`src/rtl/note_lane_shifter_pkg.sv`:
```
// Shared constants for the rhythm-game note lanes: default geometry, lane indices
// and the judgement encoding that the score block also uses.
package note_lane_pkg;

    localparam int DEF_WIDTH = 100;
    localparam int DEF_LANES = 2;
    localparam int DEF_DIV_W = 20;

    localparam int LANE_CENTRE = 0;
    localparam int LANE_RIM    = 1;

    typedef enum logic [1:0] {
        JUDGE_NONE = 2'd0,
        JUDGE_OK   = 2'd1,
        JUDGE_BAD  = 2'd2,
        JUDGE_MISS = 2'd3
    } judge_e;

endpackage

```
`src/rtl/note_lane_shifter_if.sv`:
```
// Control/status bundle between the playfield controller and the note lane shifter.
interface note_lane_shifter_if
    import note_lane_pkg::*;
#(
    parameter int WIDTH = DEF_WIDTH,
    parameter int LANES = DEF_LANES,
    parameter int DIV_W = DEF_DIV_W
);
    logic                     load;
    logic [LANES*WIDTH-1:0]   load_val;
    logic [LANES-1:0]         serial_in;
    logic                     enable;
    logic [DIV_W-1:0]         period;
    logic [LANES-1:0]         hit;
    logic [LANES*WIDTH-1:0]   lane_out;
    logic                     step;
    logic [LANES-1:0]         at_target;
    logic [LANES-1:0]         hit_ok;
    logic [LANES-1:0]         hit_bad;
    logic [LANES-1:0]         miss;

    modport master (
        output load, load_val, serial_in, enable, period, hit,
        input  lane_out, step, at_target, hit_ok, hit_bad, miss
    );

    modport slave (
        input  load, load_val, serial_in, enable, period, hit,
        output lane_out, step, at_target, hit_ok, hit_bad, miss
    );
endinterface

```
`src/rtl/note_lane_shifter_cell.sv`:
```
// One note lane: shift toward bit 0, parallel load, and hit/miss judgement at the target.
module note_lane_cell
    import note_lane_pkg::*;
#(
    parameter int WIDTH = DEF_WIDTH
) (
    input  logic             clock,
    input  logic             reset,
    input  logic             load,
    input  logic [WIDTH-1:0] load_val,
    input  logic             serial_in,
    input  logic             step,
    input  logic             hit,
    output logic [WIDTH-1:0] lane,
    output logic             hit_ok,
    output logic             hit_bad,
    output logic             miss
);
    judge_e judge;

    always_comb begin
        judge = JUDGE_NONE;
        if (hit)
            judge = lane[0] ? JUDGE_OK : JUDGE_BAD;
        else if (step && lane[0])
            judge = JUDGE_MISS;
    end

    always_ff @(posedge clock or posedge reset) begin
        if (reset) begin
            lane    <= '0;
            hit_ok  <= 1'b0;
            hit_bad <= 1'b0;
            miss    <= 1'b0;
        end else if (load) begin
            lane    <= load_val;
            hit_ok  <= 1'b0;
            hit_bad <= 1'b0;
            miss    <= 1'b0;
        end else begin
            hit_ok  <= (judge == JUDGE_OK);
            hit_bad <= (judge == JUDGE_BAD);
            miss    <= (judge == JUDGE_MISS);
            // A consumed note that is also shifting out simply leaves; only clear it in place when idle.
            if (step)
                lane <= {serial_in, lane[WIDTH-1:1]};
            else if (judge == JUDGE_OK)
                lane[0] <= 1'b0;
        end
    end
endmodule

```
`src/rtl/note_lane_shifter.sv`:
```
// Multi-lane note shift register with a shared scroll-rate prescaler.
module note_lane_shifter
    import note_lane_pkg::*;
#(
    parameter int WIDTH = DEF_WIDTH,
    parameter int LANES = DEF_LANES,
    parameter int DIV_W = DEF_DIV_W
) (
    input  logic              clock,
    input  logic              reset,
    note_lane_shifter_if.slave bus
);
    logic [DIV_W-1:0]       cnt;
    logic                   step_now;
    logic                   step_q;
    logic [LANES*WIDTH-1:0] lane_all;
    logic [LANES-1:0]       ok_all;
    logic [LANES-1:0]       bad_all;
    logic [LANES-1:0]       miss_all;
    logic [LANES-1:0]       tgt_all;

    // >= rather than == so shrinking period below cnt fires immediately instead of wrapping.
    assign step_now = bus.enable && !bus.load && (cnt >= bus.period);

    always_ff @(posedge clock or posedge reset) begin
        if (reset) begin
            cnt    <= '0;
            step_q <= 1'b0;
        end else if (bus.load) begin
            cnt    <= '0;
            step_q <= 1'b0;
        end else begin
            step_q <= step_now;
            if (bus.enable)
                cnt <= step_now ? '0 : cnt + DIV_W'(1);
        end
    end

    for (genvar l = 0; l < LANES; l++) begin : g_lane
        note_lane_cell #(.WIDTH(WIDTH)) u_cell (
            .clock     (clock),
            .reset     (reset),
            .load      (bus.load),
            .load_val  (bus.load_val[l*WIDTH +: WIDTH]),
            .serial_in (bus.serial_in[l]),
            .step      (step_now),
            .hit       (bus.hit[l]),
            .lane      (lane_all[l*WIDTH +: WIDTH]),
            .hit_ok    (ok_all[l]),
            .hit_bad   (bad_all[l]),
            .miss      (miss_all[l])
        );
        assign tgt_all[l] = lane_all[l*WIDTH];
    end

    assign bus.lane_out  = lane_all;
    assign bus.step      = step_q;
    assign bus.at_target = tgt_all;
    assign bus.hit_ok    = ok_all;
    assign bus.hit_bad   = bad_all;
    assign bus.miss      = miss_all;
endmodule
```
`src/flat_wrapper.sv`:
```
// flat-port wrapper written by rule: the top's interface ports become plain ports
module note_lane_shifter_flat import note_lane_pkg::*;
#(
    parameter int WIDTH = DEF_WIDTH,
    parameter int LANES = DEF_LANES,
    parameter int DIV_W = DEF_DIV_W
)
  (clock, reset, bus_load, bus_load_val, bus_serial_in, bus_enable, bus_period, bus_hit, bus_lane_out, bus_step, bus_at_target, bus_hit_ok, bus_hit_bad, bus_miss);
  note_lane_shifter_if #(.WIDTH(WIDTH), .LANES(LANES), .DIV_W(DIV_W)) bus_i ();
  input  logic clock;
  input  logic reset;
  input wire logic [$bits(bus_i.load)-1:0] bus_load;
  input wire logic [$bits(bus_i.load_val)-1:0] bus_load_val;
  input wire logic [$bits(bus_i.serial_in)-1:0] bus_serial_in;
  input wire logic [$bits(bus_i.enable)-1:0] bus_enable;
  input wire logic [$bits(bus_i.period)-1:0] bus_period;
  input wire logic [$bits(bus_i.hit)-1:0] bus_hit;
  output wire logic [$bits(bus_i.lane_out)-1:0] bus_lane_out;
  output wire logic [$bits(bus_i.step)-1:0] bus_step;
  output wire logic [$bits(bus_i.at_target)-1:0] bus_at_target;
  output wire logic [$bits(bus_i.hit_ok)-1:0] bus_hit_ok;
  output wire logic [$bits(bus_i.hit_bad)-1:0] bus_hit_bad;
  output wire logic [$bits(bus_i.miss)-1:0] bus_miss;
  assign bus_i.load = bus_load;
  assign bus_i.load_val = bus_load_val;
  assign bus_i.serial_in = bus_serial_in;
  assign bus_i.enable = bus_enable;
  assign bus_i.period = bus_period;
  assign bus_i.hit = bus_hit;
  assign bus_lane_out = bus_i.lane_out;
  assign bus_step = bus_i.step;
  assign bus_at_target = bus_i.at_target;
  assign bus_hit_ok = bus_i.hit_ok;
  assign bus_hit_bad = bus_i.hit_bad;
  assign bus_miss = bus_i.miss;
  note_lane_shifter #(.WIDTH(WIDTH), .LANES(LANES), .DIV_W(DIV_W)) u_core (.clock(clock), .reset(reset), .bus(bus_i));
endmodule
```
`config.mk`:
```
export PLATFORM = sky130hd
export DESIGN_NAME = note_lane_shifter_flat
export DESIGN_NICKNAME = d
export VERILOG_FILES = /design/src/rtl/note_lane_shifter_pkg.sv /design/src/rtl/note_lane_shifter_if.sv /design/src/rtl/note_lane_shifter_cell.sv /design/src/rtl/note_lane_shifter.sv /design/src/flat_wrapper.sv
export SDC_FILE = /design/constraint.sdc
export NUM_CORES = 1
export LEC_CHECK = 0
export CELL_PAD_IN_SITES_DETAIL_PLACEMENT = 0
export CELL_PAD_IN_SITES_GLOBAL_PLACEMENT = 1
export CORE_UTILIZATION = 34
export CTS_CLUSTER_DIAMETER = 150
export DETAILED_ROUTE_END_ITERATION = 10
export GPL_TIMING_DRIVEN = 0
export PLACE_DENSITY_LB_ADDON = 0.15
export SYNTH_ARGS = -nofsm -noshare
export SYNTH_HDL_FRONTEND = slang
export SYNTH_SLANG_ARGS = --single-unit
```
`constraint.sdc`:
```
create_clock -name clock -period 9 [get_ports clock]
set_clock_uncertainty 0.15 [all_clocks]
set_input_delay 0.9 -clock clock [delete_from_list [all_inputs] [get_ports clock]]
set_output_delay 0.9 -clock clock [all_outputs]
set_load 0.02 [all_outputs]
```
# After elaboration in Yosys (flattened, before gate mapping)
# Cells that the tools add are included.
# totals
reg_bits	227
latchBits	0
mem_bits_rw	0
mem_bits_ro	0
input_bits	228
out_inout_bits	209
wordCells	53
mem_count	0
# op_classes
n_addsub	1
n_mul	0
n_div	0
n_lt_le_gt_ge	1
eq_ne	6
n_shift	0
mux	24
n_bitwise	0
n_reduce_logical	9
# ops
operator	count
$mux 100	2
$mux 99	2
$mux 20	3
$add 20x1->20 const B	1
$ge 20x20->1	1
$mux 2	6
$mux 1	11
$eq 2x2->1 const B	4
$reduce_bool 3->1	2
$eq 2x1->1 const B	2
$logic_and 1x1->1	4
$reduce_bool 2->1	2
$logic_not 1->1	1

# Longest topological paths before layout
# Gate-level depths: netlist of run 1.
# depth
word_depth	10
depth_mapped	11
depth_no_buf	8

# Modules after synthesis
# From an unflattened synthesis of run 1, not the netlist that was laid out.
# unflattened
hier_cells	1086
hier_area_um2	11085.6
# by_module_without_submodules
mod	n_inst	cells_per_inst	area_per_inst_um2	seq_area_each_um2
note_lane_cell	2	442	4700.8	2577.5
note_lane_shifter	1	202	1684.1	525.5

# Worst setup path before layout of run 1
# OpenSTA, ideal clock, no wires.
# synth_timing
path_kind	input-to-reg
startpoint	input bus_period[19]
endpoint	register u_core.g_lane[0].u_cell.lane[17]
setup_time_ns	0.146
arrival_time_ns	2.901
required_ns	8.704
setup_slack_ns	5.803
path_stages	11
n_path_buf	3
cell_sequence	inv_1 ha_1 nand4_1 or4_1 nand2b_1 and2_1 clkbuf_1 nand2_1 buf_4 buf_4 a221oi_1
# synth_via
elab_chain_cells	3
# synth_rtl
element	line_no	text
from (decl)	flat_wrapper.sv:16	input wire logic [$bits(bus_i.period)-1:0] bus_period;
$ge 20x20->1	note_lane_shifter.sv:23	assign step_now = bus.enable && !bus.load && (cnt >= bus.period);
$logic_and 1x1->1	note_lane_shifter.sv:23	
$reduce_bool 2->1 (no source line)	n/a	
to (signal assigned)	note_lane_shifter_cell.sv:36	lane <= load_val;
to (signal assigned)	note_lane_shifter_cell.sv:46	lane <= {serial_in, lane[WIDTH-1:1]};
to (decl)	note_lane_shifter_cell.sv:14	output logic [WIDTH-1:0] lane,
# No other way between the ends.
# A chain may end at the register's enable or synchronous reset.

# Worst setup path in the final report of run 1
# Ends and elaborated chain as after synthesis.

==> results of run 1 <==
-- state kept, by name (all words and copies together) (netlist names) --
register	count
u_core.g_lane.u_cell.hit_bad	2
u_core.g_lane.u_cell.hit_ok	2
u_core.g_lane.u_cell.miss	2
u_core.g_lane.u_cell.lane	200
u_core.cnt	20
u_core.bus.step	1
-- worst max-delay path, cell delays in order --
cell,delay [ns]
clkdlybuf4s50_1,0.47
inv_1,0.05
ha_1,0.31
nand4_1,0.14
or4_1,0.60
nand2b_1,0.19
and2_1,0.17
clkbuf_1,0.26
nand2_1,0.15
buf_4,0.26
buf_4,0.23
a221oi_1,0.09
-- kinds of logic (layout without fill, tap and decap cells) --
logic type,Yosys count,in the layout,synth area share
buffers and inverters,132,613,0.0646
other,0,4,0
adders and majority gates,21,21,0.0226
xor gates and xnor gates,14,14,0.0105
DFF,227,227,0.489
AOI/OAI and AO/OA,235,235,0.224
and+or+nand+nor,504,504,0.189
-- path summary, 6_finish.rpt --
check | endpoint | slack, ns | depth (start not counted)
min in group asynchronous | u_core.g_lane[1].u_cell.lane[18] | 0.73 | 2
max in group asynchronous | u_core.cnt[7] | 6.86 | 3
min reg2reg | u_core.g_lane[0].u_cell.hit_bad | 0.39 | 1
max reg2reg | u_core.g_lane[0].u_cell.lane[17] | 5.84 | 10
max | u_core.g_lane[0].u_cell.lane[17] | 5.38 | 12
min | u_core.g_lane[0].u_cell.hit_bad | 0.39 | 1
-- stage by stage --
stage | utilization | setup WS, ns | cell area [um^2]
2_1_floorplan | - | 1.73 | 11600
3_3_place_gp | 0.492 | -1.89 | 16500
3_5_place_dp | 0.493 | 4.77 | 16600
4_1_cts | 0.518 | 5.33 | 17400
5_1_grt | 0.518 | 5.17 | 17400
6_report | 0.518 | 5.38 | 17400
-- power by group --
part           leakage [nW]  internal (mW)  switching [mW]
Combinational          3.92          0.354           0.318
Clock                 0.404          0.645           0.432
Sequential             2.64           1.11          0.0871
Total                  6.96           2.11           0.836
-- layer usage --
metal  up-vias  part of all wire
li1       4977                 -
met1      5140              0.42
met2       388              0.48
met3        54             0.079
met4         6             0.018
met5         -           0.00090
-- final cells by class --
| class | instances | share of cell area |
|---|---|---|
| Sequential cell | 227 | 0.326 |
| Multi-Input combinational cell | 774 | 0.298 |
| Timing Repair Buffer | 435 | 0.251 |
| Clock buffer | 40 | 0.0422 |
| Buffer | 104 | 0.0371 |
| Tap cell | 448 | 0.0322 |
| Inverter | 28 | 0.00646 |
| Clock inverter | 6 | 0.00618 |
| Antenna cell | 4 | 0.000575 |
-- cell usage in the layout (no fill, tap or decap), types with 8 or more instances in the layout --
cell	count
dfrtp_1	227
a21oi_1	17
a221oi_2	70
nand4_1	8
o221a_1	87
nor2_1	352
a221oi_1	43
clkbuf_16	27
ha_1	21
nand2_1	25
clkdlybuf4s50_1	434
clkbuf_1	66
buf_6	22
inv_1	25
buf_4	22
xor2_1	9
nand2b_1	89
==> reports/summary.txt, run 1 <==
Synth warn -> 0
Final setup viols -> 0
Clock root cell -> clkbuf_16
Remaining global-route overflow -> 0
RSZ-0062 raised after global routing -> false
Count leader, synth -> nor2_1
Via count -> 10600
Post-CTS setup buffers -> 0
Worst EP arrival -> 3.85 ns
Cts hold-fix bufs -> 0
Num CTS Buffers -> 27
Fmax achieved -> 276 MHz
CTS max path bufs -> 3
Async SR Flop Fraction -> 1.00
Top FF cell, synth -> dfrtp_1
Min Tclk post-route -> 3.62 ns
Gr usage total -> 0.232
Clock Latency Late Sink -> 0.53 ns
Syn nets -> 1382
Fin nets -> 1846
CP Capture Type -> flip-flop
Slew HR -> 0.396
DIE AREA -> 34900 um^2
Critical Path Source -> bus_period[19]
Port Buffer Count -> 434
GRT busiest layer -> met2
Hold WC Path Type -> flip-flop to flip-flop
Core area -> 33600 um^2
CTS tree -> yes
Worst Hold Slack -> 0.394 ns
Pwr Total -> 2.95 mW
Slew @ Worst Pin -> 0.907 ns
Setup Total Neg Slack -> 0 ns
Met2 GRT Util -> 0.398
Final wirelength -> 41200 um
Initial DRC count -> 652
Antenna violations before repair -> 8
CP Launch Type -> primary input
Post-CTS sizing -> 0
Syn Area/Cell -> 10.3 um^2
Synth cell count leaders -> nor2_1, dfrtp_1, nand2b_1, o221a_1, a221oi_2
EDFF count, synth -> 0
Crit-path max FO -> 10
Met3 Usage GRT -> 0.0675
Final hold violation count -> 0
Layout cells sized above 1 -> 0.0973
Worst Hold Launch -> u_core.g_lane[0].u_cell.lane[0]
Ports -> 437
Cell Area, Synth -> 11600 um^2
Reg area -> 5680 um^2
Residual DRC count -> 0
Chip width -> 187 um
Die Y -> 187 um
Netlist cell types -> 37
Top cell type by total area after synthesis -> dfrtp_1
Slew Limit Fails -> 0
Synth area leaders -> dfrtp_1, nor2_1, a221oi_2
Worst r2r src -> u_core.cnt[17]
Pin count of the biggest net entering global routing -> 125
Max Cap Viol -> 0
Status -> finished, final reports clean
Antenna Violating Nets Remaining -> 0
Required time of the critical path -> 9.22 ns
Flops & latches, synth -> 227
CTS clk-pin slew, worst paths -> 0.06 ns
Power density over cell area -> 169 nW/um^2
Inst Count DP -> 2016
Area Growth Syn to Fin -> 49.8%
Gp weighted congestion -> 0.831
DR vias/cell -> 5.11
Peak VDD IR -> 0.128 mV
M1 GR Usage -> 0.287
Fillers -> 3128
Pleak -> 6.96 nW
First-pass GRT wire length -> 63800 um
Vias in the first global route -> 11000
DR WL/cell -> 20.0 um
Pre-antenna DRT Iters -> 5
Share of the synthesized area in the top cell type -> 0.489
# rows -> 67
Starting Density -> 0.346
Seq/Total Area, Yosys -> 0.489
Post-Layout Cell Count -> 2066
Crit path kind -> primary input to flip-flop
Fin crit share -> 0.403
H-tree depth -> 1
Clock Sinks -> 227
DP HPWL -> 30700 um
Area of the multi-input gates -> 5200 um^2
Synth Instances -> 1133
(Power assumes the default switching activity.)
==> run 2, diff against run 1 <==
clock period = 3.4 ns   (was 9 ns; I/O delays follow)
==> run 2 against run 1 <==
Compared with the run above:
- sequential power increased to 2.6 times the previous value
- non-clock buffer count up 5
- flip-flop and latch count stayed put
- design area rose by 1.7%
- critical endpoint is now u_core.g_lane[0].u_cell.lane[19]
- sequential share of layout area down 0.54 points
==> reports/summary.txt, run 2 (same netlist as run 1, synthesis figures left out) <==
Dpl ws -> -0.295 ns (was 4.77 ns)
Max Cap Viol -> 0 (unchanged)
Most frequent cells in the layout -> clkdlybuf4s50_1, nor2_1, dfrtp_1 (unchanged)
Fin crit share -> 0.941
Starting Density -> 0.346 (unchanged)
Initial DRC count -> 574 (was 652)
Post-CTS sizing -> 0 (unchanged)
Final wirelength -> 41800 um (was 41200 um)
Final setup viols -> 0 (unchanged)
Met3 Usage GRT -> 0.0655 (was 0.0675)
M1 GR Usage -> 0.297 (was 0.287)
Most flops, register -> u_core.g_lane.u_cell.lane (unchanged)
Port Buffer Count -> 434 (unchanged)
Largest regs -> u_core.g_lane.u_cell.lane: 200 flops, u_core.cnt: 20 flops (unchanged)
Crit path kind -> flip-flop to flip-flop (was primary input to flip-flop)
Final hold violation count -> 0 (unchanged)
Area after DPL -> 16700 um^2 (was 16600 um^2)
Num CTS Buffers -> 28 (was 27)
Layout Utilization -> 0.527 (was 0.518)
Slew HR -> 0.401 (was 0.396)
Slew @ Worst Pin -> 0.898 ns (was 0.907 ns)
CP Launch Type -> flip-flop (was primary input)
Crit-path most repeated cell -> buf_4 (unchanged)
Cts hold-fix bufs -> 0 (unchanged)
Pre-antenna DRT Iters -> 5 (unchanged)
Core area -> 33600 um^2 (unchanged)
Peak VDD IR -> 0.357 mV (was 0.128 mV)
Min Tclk post-route -> 3.20 ns
Via count -> 10600 (about the same)
Required time of the critical path -> 3.64 ns (was 9.22 ns)
CTS clk-pin slew, worst paths -> 0.06 ns (about the same)
First-pass GRT wire length -> 64700 um (was 63800 um)
Gr usage total -> 0.238 (was 0.232)
Chip width -> 187 um (unchanged)
Layout cells sized above 1 -> 0.110 (was 0.0973)
# rows -> 67 (unchanged)
Worst EP arrival -> 3.44 ns (was 3.85 ns)
Cell area after layout -> 17700 um^2 (was 17400 um^2)
Pin count of the biggest net entering global routing -> 41 (was 125)
CP Capture Type -> flip-flop (unchanged)
Critical-path cell list -> ha_1, nand4_1, or4_1, nand2b_1, and2_1, clkbuf_1, nand2_1, buf_4, buf_4, a221oi_1 (was clkdlybuf4s50_1, inv_1, ha_1, nand4_1, or4_1, nand2b_1, and2_1, clkbuf_1, nand2_1, buf_4, buf_4, a221oi_1)
H-tree depth -> 1 (unchanged)
Power density over cell area -> 467 nW/um^2 (was 169 nW/um^2)
Die Y -> 187 um (unchanged)
DIE AREA -> 34900 um^2 (unchanged)
Gp weighted congestion -> 0.843 (was 0.831)
CP max-delay cell -> or4_1 (unchanged)
Commonest non-fill, non-tap cell in the layout -> clkdlybuf4s50_1 (unchanged)
Ports -> 437 (unchanged)
Fin nets -> 1852 (was 1846)
DP HPWL -> 31500 um (was 30700 um)
GRT busiest layer -> met2 (unchanged)
RSZ-0062 raised after global routing -> false (unchanged)
Antenna violations before repair -> 6 (was 8)
DR vias/cell -> 5.11 (about the same)
Worst path max stage delay -> 0.60 ns (about the same)
DR WL/cell -> 20.1 um (was 20.0 um)
CTS tree -> yes (unchanged)
Clock Sinks -> 227 (unchanged)
Slew Limit Fails -> 0 (unchanged)
Worst Hold Slack -> 0.0397 ns (was 0.394 ns)
Largest register FFs -> 200 (unchanged)
Residual DRC count -> 0 (unchanged)
Remaining global-route overflow -> 0 (unchanged)
Antenna Violating Nets Remaining -> 0 (unchanged)
Worst setup margin -> 0.201 ns (was 5.38 ns)
Pleak -> 7.11 nW (was 6.96 nW)
Status -> finished, final reports clean (unchanged)
Fmax achieved -> 313 MHz
CTS max path bufs -> 3 (unchanged)
Clock Latency Late Sink -> 0.54 ns (was 0.53 ns)
Clock root cell -> clkbuf_16 (unchanged)
Hold WC Path Type -> primary input to async pin (was flip-flop to flip-flop)
Vias in the first global route -> 11000 (about the same)
Met2 GRT Util -> 0.400 (was 0.398)
Crit-path max FO -> 10 (unchanged)
Post-CTS setup buffers -> 0 (unchanged)
Area Growth Syn to Fin -> 52.3% (was 49.8%)
-- run 2: cell types whose count changed in the layout (fill, tap and decap cells not counted), sizes merged --
cell	change
buf	+5
clkinv	+2
bufinv	+1
clkbuf	+2
inv	-1
clkinvlp	+1
-- run 2: area by class of cell --
type,count,area (um^2)
antenna,4,10.0
buffer,104,646
clock buffer,42,895
clock inverter,9,151
fill,3034,15900
inverter,28,109
multi-input combinational,774,5200
sequential,227,5680
tap,448,561
timing repair buffer,440,4460
-- run 2: final timing paths --
| check | cells after the start | slack [ns] | to | start |
|---|---|---|---|---|
| worst max-delay path | 10 | 0.20 | u_core.g_lane[0].u_cell.lane[19] | u_core.cnt[17] |
| worst min-delay path | 2 | 0.04 | u_core.g_lane[0].u_cell.lane[12] | reset |
| worst max register to register | 10 | 0.20 | u_core.g_lane[0].u_cell.lane[19] | u_core.cnt[17] |
| worst min register to register | 2 | 0.40 | u_core.cnt[19] | u_core.cnt[19] |
| max in group asynchronous | 5 | 1.94 | u_core.g_lane[0].u_cell.lane[80] | reset |
| min in group clock | 3 | 0.07 | u_core.cnt[1] | bus_enable |
-- run 2: routing by layer --
metal	up-vias	share of wire
met4	4	0.030
li1	4985	-
met1	5177	0.41
met5	-	0.00057
met2	381	0.48
met3	70	0.074
-- run 2: per-stage QoR --
stage | total power [mW] | std cells | setup TNS [ns]
2_1_floorplan | 4.02 | 1133 | -12.71
3_3_place_gp | 5.00 | 2015 | -495.87
3_5_place_dp | 5.03 | 2021 | -31.14
4_1_cts | 8.37 | 2072 | 0
5_1_grt | 8.61 | 2075 | 0
6_report | 8.27 | 2076 | 0
-- run 2: critical path: cells and delay by family (launching register included) --
kind                       cells  cell delay (ns)
and+or+nand+nor                5             1.29
buffers and inverters          3             0.75
AOI/OAI and AO/OA              1             0.09
adders and majority gates      1             0.32
DFF                            1             0.42
-- run 2: power by group --
| part | internal, mW | switching (mW) | leakage, nW |
|---|---|---|---|
| Clock | 2.11 | 1.19 | 0.517 |
| Combinational | 0.946 | 0.851 | 3.96 |
| Sequential | 2.94 | 0.229 | 2.64 |
| Total | 6.00 | 2.27 | 7.11 |
